**src/rtl/riego_status_encoder.sv**
```systemverilog
// Sensor-to-LCD message encoder: debounced hysteresis flags, dry-time watchdog, pump enable.
// Latency: oMENSAJE/oMSG_UPD registered one cycle after a flag or watchdog state change.
// No backpressure: samples are taken on their valid cycle. Optional MSG_HOLD_EN rate-limits non-warning updates.
module riego_status_encoder #(
  parameter int unsigned DATA_W      = 10,
  parameter int unsigned HUM_LOW_TH  = 300,
  parameter int unsigned HUM_HYST    = 20,
  parameter int unsigned LUZ_LOW_TH  = 200,
  parameter int unsigned LUZ_HYST    = 20,
  parameter int unsigned DEB_N       = 4,
  parameter int unsigned CLK_HZ      = 50000000,
  parameter int unsigned WARN_SEC    = 30,
  parameter int unsigned HOLD_CYCLES = 25000000
) (
  input  logic              iCLK,
  input  logic              iRST_N,
  input  logic [DATA_W-1:0] iHUM_DATA,
  input  logic              iHUM_VALID,
  input  logic [DATA_W-1:0] iLUZ_DATA,
  input  logic              iLUZ_VALID,
  input  logic              iWARN_ACK,
  output logic [2:0]        oMENSAJE,
  output logic              oMSG_UPD,
  output logic              oBOMBA
);

  // Counter widths; every counter is at least one bit wide even for degenerate parameters.
  localparam int unsigned DEB_W  = (DEB_N > 1) ? $clog2(DEB_N + 1) : 1;
  localparam int unsigned PRE_W  = (CLK_HZ > 1) ? $clog2(CLK_HZ) : 1;
  localparam int unsigned SEC_W  = (WARN_SEC > 0) ? $clog2(WARN_SEC + 1) : 1;

  localparam logic [DEB_W-1:0] DEB_LAST = DEB_W'(DEB_N - 1);
  localparam logic [DEB_W-1:0] DEB_ONE  = DEB_W'(1);
  localparam logic [PRE_W-1:0] PRE_LAST = PRE_W'(CLK_HZ - 1);
  localparam logic [PRE_W-1:0] PRE_ONE  = PRE_W'(1);
  localparam logic [SEC_W-1:0] SEC_MAX  = SEC_W'(WARN_SEC);
  localparam logic [SEC_W-1:0] SEC_ONE  = SEC_W'(1);

  localparam logic [2:0] CODE_WARN = 3'd4;

  // Parameter sanity: a zero debounce depth, prescaler or hold length has no meaning.
  if (DEB_N < 1 || CLK_HZ < 1 || HOLD_CYCLES < 1) begin : g_param_chk
    $error("riego_status_encoder: DEB_N, CLK_HZ and HOLD_CYCLES must be >= 1");
  end

  typedef enum logic [1:0] {
    ST_OK   = 2'd0,
    ST_DRY  = 2'd1,
    ST_WARN = 2'd2
  } state_e;

  // A sample disagrees with the current flag when it argues for the other state.
  // The band between LOW_TH and LOW_TH+HYST always agrees, which gives the hysteresis.
  function automatic logic disagree(input logic              flag,
                                    input logic [DATA_W-1:0] d,
                                    input int unsigned       th,
                                    input int unsigned       hyst);
    int unsigned dv;
    dv = 32'(d);
    if (flag) begin
      return (dv >= th + hyst);
    end
    return (dv < th);
  endfunction

  // ---------------------------------------------------------------------------
  // Channel classifiers
  // ---------------------------------------------------------------------------
  logic             hum_low_q, hum_low_d;
  logic [DEB_W-1:0] hum_cnt_q, hum_cnt_d;
  logic             luz_low_q, luz_low_d;
  logic [DEB_W-1:0] luz_cnt_q, luz_cnt_d;

  // Humidity debounce: count consecutive disagreeing valid samples, flip on the DEB_N-th.
  always_comb begin
    hum_low_d = hum_low_q;
    hum_cnt_d = hum_cnt_q;
    if (iHUM_VALID) begin
      if (disagree(hum_low_q, iHUM_DATA, HUM_LOW_TH, HUM_HYST)) begin
        if (hum_cnt_q == DEB_LAST) begin
          hum_low_d = ~hum_low_q;
          hum_cnt_d = '0;
        end else begin
          hum_cnt_d = hum_cnt_q + DEB_ONE;
        end
      end else begin
        hum_cnt_d = '0;
      end
    end
  end

  // Light debounce: same rule as humidity, fully independent.
  always_comb begin
    luz_low_d = luz_low_q;
    luz_cnt_d = luz_cnt_q;
    if (iLUZ_VALID) begin
      if (disagree(luz_low_q, iLUZ_DATA, LUZ_LOW_TH, LUZ_HYST)) begin
        if (luz_cnt_q == DEB_LAST) begin
          luz_low_d = ~luz_low_q;
          luz_cnt_d = '0;
        end else begin
          luz_cnt_d = luz_cnt_q + DEB_ONE;
        end
      end else begin
        luz_cnt_d = '0;
      end
    end
  end

  // Classifier state registers.
  always_ff @(posedge iCLK or negedge iRST_N) begin
    if (!iRST_N) begin
      hum_low_q <= 1'b0;
      hum_cnt_q <= '0;
      luz_low_q <= 1'b0;
      luz_cnt_q <= '0;
    end else begin
      hum_low_q <= hum_low_d;
      hum_cnt_q <= hum_cnt_d;
      luz_low_q <= luz_low_d;
      luz_cnt_q <= luz_cnt_d;
    end
  end

  // ---------------------------------------------------------------------------
  // Dry-time watchdog
  // ---------------------------------------------------------------------------
  state_e           state_q, state_d;
  logic [PRE_W-1:0] pre_q, pre_d;
  logic [SEC_W-1:0] sec_q, sec_d;

  // Watchdog next state: pump runs while dry; too long dry means the tank is empty.
  always_comb begin
    state_d = state_q;
    pre_d   = pre_q;
    sec_d   = sec_q;
    case (state_q)
      ST_OK: begin
        if (hum_low_q) begin
          state_d = ST_DRY;
          pre_d   = '0;
          sec_d   = '0;
        end
      end
      ST_DRY: begin
        // Timebase runs every DRY cycle; the seconds count saturates at WARN_SEC.
        if (pre_q == PRE_LAST) begin
          pre_d = '0;
          if (sec_q != SEC_MAX) begin
            sec_d = sec_q + SEC_ONE;
          end
        end else begin
          pre_d = pre_q + PRE_ONE;
        end
        if (!hum_low_q) begin
          state_d = ST_OK;
        end else if (sec_q == SEC_MAX) begin
          state_d = ST_WARN;
        end
      end
      ST_WARN: begin
        // Only the operator leaves WARN; a recovered reading is not trusted here.
        if (iWARN_ACK) begin
          state_d = ST_OK;
        end
      end
      default: begin
        state_d = ST_OK;
      end
    endcase
  end

  // Watchdog registers.
  always_ff @(posedge iCLK or negedge iRST_N) begin
    if (!iRST_N) begin
      state_q <= ST_OK;
      pre_q   <= '0;
      sec_q   <= '0;
    end else begin
      state_q <= state_d;
      pre_q   <= pre_d;
      sec_q   <= sec_d;
    end
  end

  assign oBOMBA = (state_q == ST_DRY);

  // ---------------------------------------------------------------------------
  // Message selection and output register
  // ---------------------------------------------------------------------------
  logic [2:0] next_code;
  logic [2:0] msg_q, msg_d;
  logic       upd_q, upd_d;

  assign next_code = (state_q == ST_WARN) ? CODE_WARN : {1'b0, hum_low_q, luz_low_q};

`ifdef MSG_HOLD_EN
  localparam int unsigned      HOLD_W    = (HOLD_CYCLES > 1) ? $clog2(HOLD_CYCLES) : 1;
  localparam logic [HOLD_W-1:0] HOLD_LAST = HOLD_W'(HOLD_CYCLES - 1);
  localparam logic [HOLD_W-1:0] HOLD_ONE  = HOLD_W'(1);

  logic [HOLD_W-1:0] hold_q, hold_d;

  // Rate-limited update: a change waits for the hold to expire, then shows the latest code.
  // Entering WARNING is never delayed.
  always_comb begin
    msg_d  = msg_q;
    upd_d  = 1'b0;
    hold_d = hold_q;
    if ((next_code != msg_q) && ((next_code == CODE_WARN) || (hold_q == '0))) begin
      msg_d  = next_code;
      upd_d  = 1'b1;
      hold_d = HOLD_LAST;
    end else if (hold_q != '0) begin
      hold_d = hold_q - HOLD_ONE;
    end
  end

  // Hold counter register; zero means expired.
  always_ff @(posedge iCLK or negedge iRST_N) begin
    if (!iRST_N) begin
      hold_q <= '0;
    end else begin
      hold_q <= hold_d;
    end
  end
`else
  // Immediate update: show any new code on the following cycle with a one-cycle pulse.
  always_comb begin
    msg_d = msg_q;
    upd_d = 1'b0;
    if (next_code != msg_q) begin
      msg_d = next_code;
      upd_d = 1'b1;
    end
  end
`endif

  // Output registers toward the LCD block.
  always_ff @(posedge iCLK or negedge iRST_N) begin
    if (!iRST_N) begin
      msg_q <= 3'd0;
      upd_q <= 1'b0;
    end else begin
      msg_q <= msg_d;
      upd_q <= upd_d;
    end
  end

  assign oMENSAJE = msg_q;
  assign oMSG_UPD = upd_q;

endmodule

```
**config.mk**
```make
export PLATFORM = sky130hd
export DESIGN_NAME = riego_status_encoder
export DESIGN_NICKNAME = d
export VERILOG_FILES = /design/src/rtl/riego_status_encoder.sv
export SDC_FILE = /design/constraint.sdc
export NUM_CORES = 1
export LEC_CHECK = 0
export CAP_MARGIN = 20
export CORE_MARGIN = 2
export CORE_UTILIZATION = 52
export CTS_BUF_LIST = sky130_fd_sc_hd__clkbuf_8
export DETAILED_ROUTE_END_ITERATION = 10
export PLACE_DENSITY = 0.76
export SLEW_MARGIN = 15
export SYNTH_ARGS = -nofsm -noshare
export SYNTH_HDL_FRONTEND = slang
export SYNTH_SLANG_ARGS = --single-unit
```
**constraint.sdc**
```tcl
create_clock -name iCLK -period 2.2 [get_ports iCLK]
set_clock_uncertainty 0.05 [all_clocks]
set_input_delay 0.55 -clock iCLK [delete_from_list [all_inputs] [get_ports iCLK]]
set_output_delay 0.55 -clock iCLK [all_outputs]
set_load 0.03 [all_outputs]
```
# == Word-level counts from Yosys, hierarchy flattened ==
# Index checks and enable logic that the tools add are counted.
# word_totals
word_cells,67
ff_bits,45
out_inout_bits,5
# classes
reduce_logical,7
addsub,4
mux,28
n_eq_ne,13
bitwise_logic,2
magnitude_cmp,4
# ops
cell,count
2-to-1 mux 26 bit,2
one-hot mux 26 bit (2 select lines),1
"adder 26 x 1 -> 26 bit, second input constant",1
"equality test 26 bit, second input constant",1
2-to-1 mux 3 bit,5
2-to-1 mux 5 bit,3
2-to-1 mux 1 bit,11
">= comparator 10 x 8 -> 1 bit, second input constant",1
">= comparator 10 x 9 -> 1 bit, second input constant",1
"less-than comparator 10 x 8 -> 1 bit, second input constant",1
"less-than comparator 10 x 9 -> 1 bit, second input constant",1
one-hot mux 5 bit (2 select lines),1
AND reduction 3 bit,3
2-to-1 mux 2 bit,4
"adder 3 x 1 -> 3 bit, second input constant",2
"equality test 3 x 2 -> 1 bit, second input constant",2
one-hot mux 2 bit (3 select lines),1
"adder 5 x 1 -> 5 bit, second input constant",1
"equality test 5 bit, second input constant",1
"!= test 5 bit, second input constant",1
"!= test 2 x 1 -> 1 bit, second input constant",2
"!= test 2 bit, second input constant",2
AND reduction 4 bit,1
"!= test 3 x 2 -> 1 bit, second input constant",1
7 further kinds,8

# == Depth between registers and ports, before layout ==
# logic_depth
word_depth,5
ltp_mapped,7
ltp_nobuf,6

# == Worst setup path after synthesis ==
# No wires, ideal clock.
# synth_timing
kind,flip-flop to flip-flop
startpoint,register pre_q[10]
endpoint,register sec_q[3]
arrival_time_ns,1.934
stages_incl_launch_ff,7
setup_ns,0.124
t_required_ns,2.026
path_slack_ns,0.092
cell_sequence,dfrtp_1 buf_6 or4b_4 nor4_4 nand3_2 o211a_1 a211o_1
# synth_between
elab_chain_len,3
# synth_lines
element,line_no,text
"start, declared",129,"logic [PRE_W-1:0] pre_q, pre_d;"
"start signal, assigned",181,pre_q <= pre_d;
equality test 26 bit,147,if (pre_q == PRE_LAST) begin
!= test 2 x 1 -> 1 bit (no line),-,
AND reduction 4 bit (no line),-,
"end signal, assigned",178,sec_q <= '0;
"end signal, assigned",182,sec_q <= sec_d;
"end, declared",130,"logic [SEC_W-1:0] sec_q, sec_d;"
# Every way passes these cells.
# A chain may end at the register's enable or synchronous reset.

# == Final worst setup path ==
# layout_timing
startpoint,register pre_q[16]
endpoint,register sec_q[3]
# Same word-level chain as after synthesis.

==> impl_metrics.tcl <==
set metrics [dict create \
    postSynth.asyncResetShare_pct 100 \
    fin_crit_ps 2130 \
    synth_area_per_cell_um2 9.57 \
    firstDrtPassIters 4 \
    coreArea_um2 4690 \
    cts_root_buffer "clkbuf_8" \
    cp-start-kind "flop" \
    antenna_found_initial 0 \
    grt_max_degree 46 \
    synth.most_common_cell "dfrtp_1" \
    fmax_mhz 469 \
    synth_common_cells "dfrtp_1 (45), nand2_1 (24), nor2_1 (19)" \
    worstHoldPathType "primary input to asynchronous set/reset pin" \
    pin_count 30 \
    drc 0 \
    fin_cells 368 \
    gp_congestion 0.811 \
    ys.flop_type "dfrtp_1" \
    worst_slew_pin_slew_ps 643 \
    critPathMaxStageDelay_ps 550 \
    fin_crit_sh_pct 96.9 \
    first_global_vias 2115 \
    crit_chain "or4b_4, nor4_4, buf_4, nand3_2, o211a_1, a211o_1" \
    wl_per_cell_um 14.2 \
    synth-edff-count 0 \
    endpoint_kind "flop" \
    fp.dieW_um 73.4 \
    ys_top_cells_by_area "dfrtp_1 (45%), xor2_1 (3.8%), nand2_1 (3.6%)" \
    cts_tree "done" \
    ys_seq_elements 45 \
    portBuffers 25 \
    grt_remaining_overflow 0 \
    relSlewSlack_pct 56.8 \
    dieArea_um2 5390 \
    drive_above_1_share_pct 17.5 \
    path_class "flop to flop" \
    die_h_um 73.4 \
    clkTransAtPathRegs_ps 80 \
    fin_nets 343 \
    p_leak_nw 1.39 \
    ys_types 56 \
    via_count 2176 \
    antenna_cells 0 \
    first_iter_violations 141 \
    required_ps 2340 \
    fillers 392 \
    slowest_stage "or4b_4" \
    synth_top_cell_area_share_pct 44.9 \
    clock-sinks 45 \
    h-tree-depth 2 \
    multi_input_area_um2 1310 \
    num_rows 25 \
    grt_pass1_wl_mm 9.18 \
    grtUsageTotal_pct 21.7 \
    hpwl_mm 3.73 \
    syn_to_final_growth_pct 23.6 \
    ir_drop_uv 437 \
    synth_fp_nets 292 \
    synth_area_leader_cell "dfrtp_1" \
    setup_viol 0 \
    slew_violations 0 \
    netlist_instances 262 \
    layout_setup_ws_ps 68.6 \
    cts_buffers 5 \
    power_density_nw_per_um2 611 \
    hold_violations 0 \
    cts_buffer_depth 2 \
    worstPathArrival_ps 2270 \
    wl_mm 5.21 \
    critPathMaxFanout 3 \
    viasPerCell 5.91 \
    ant_nets 0 \
    pre_cts_slack_ps -112 \
    start_util_pct 53.4 \
    synth_area_um2 2510 \
    regArea_um2 1130 \
    status "finished, final reports clean" \
    seq_area_frac_synth_pct 44.9 \
    yosysWarnings 0 \
    place_inst 357 \
    max-cap-violations 0 \
    worst_skew_pair.late_latency_ps 300 \
]
## cell families after synthesis
group / after synthesis / synth area share (%)
AND/OR/NAND/NOR: 112 / 26.0
AO/OA/AOI/OAI: 64 / 16.1
flip-flops: 45 / 44.9
buffers and inverters: 19 / 4.14
XOR/XNOR: 11 / 3.84
multiplexers: 6 / 2.45
adder cells (fa/ha/maj): 5 / 2.50
## metal layers
layer / vias to the layer above / routed length, um / GRT usage (%)
met5: - / 0 / 0
met4: 0 / 61 / 6.26
met3: 5 / 161 / 4.12
met2: 42 / 2630 / 37.3
met1: 1060 / 2360 / 27.8
li1: 1069 / - / -
## power breakdown
group | internal (W) | total (W) | switching, W
Clock | 0.000284 | 0.000558 | 0.000274
Sequential | 0.000877 | 0.000937 | 0.0000598
Combinational | 0.000182 | 0.000397 | 0.000215
Total | 0.00134 | 0.00189 | 0.000549
## worst max-delay path: cells and delay by family (launching register included)
family          cells  cell delay (ps)
simple gates        3              910
compound gates      2              490
flops               1              400
buf+inv             1              180
## final timing paths
kind	from	endpoint	slack, ps	cells past startpoint
max in group asynchronous	iRST_N	pre_q[13]	1440	2
min in group iCLK	oMENSAJE[2]	oMSG_UPD	440	1
worst max-delay path	pre_q[16]	sec_q[3]	70	6
worst max register to register	pre_q[16]	sec_q[3]	70	6
worst min-delay path	iRST_N	pre_q[7]	270	2
worst min register to register	oMENSAJE[2]	oMSG_UPD	440	1
## placed cells by master (no fill, tap or decap), types with 2 or more instances in the layout
master	n
mux2i_1	5
a21o_1	4
nor2_2	2
nor4_1	2
dfrtp_1	45
a41oi_2	2
o22ai_1	4
nand3_1	14
or3_1	3
buf_2	3
and4_1	3
o21ai_0	15
buf_4	22
buf_6	3
or4b_4	2
nor2_1	19
xor2_1	11
nor3_1	4
a31oi_1	11
nor4_4	2
nand2_1	24
ha_1	5
and2_1	4
nand4_1	11
clkbuf_8	7
clkdlybuf4s50_1	23
and3_1	4
inv_1	12
nor2b_1	3
nand2b_1	2
a21oi_1	12
o21ai_1	2
## sequential cells by signal (all words and copies together) (netlist names)
register / flops
oMSG_UPD: 1
hum_low_q: 1
oMENSAJE: 3
state_q: 2
pre_q: 26
sec_q: 5
luz_low_q: 1
luz_cnt_q: 3
hum_cnt_q: 3
## area by class of cell
cell class              count  share of cell area (%)
multi-input cells         198                    42.4
flip-flops and latches     45                    36.3
repair buffers             51                    14.3
clock buffers               7                    3.11
well taps                  54                    2.18
inverters                  12                    1.45
clock inverters             1                   0.162
## metrics by stage
stage          utilization (%)  TNS, ps  hold slack (ps)  total power (W)  area (um^2)
3_5_place_dp              62.5     -112              419          0.00133         2930
5_1_grt                   66.0    -2.26              327          0.00200         3100
4_1_cts                   64.6        0              291          0.00189         3030
2_1_floorplan                -        0              204          0.00117         2510
6_report                  66.0        0              270          0.00189         3100
3_3_place_gp              62.5    -79.3              420          0.00131         2930
## what timing repair did
action	4_1_cts	5_1_grt
gates resized for setup	0	11
hold buffers	0	0
buffers inserted	0	1
endpoints found under the setup margin	0	19
(Power assumes the default switching activity.)
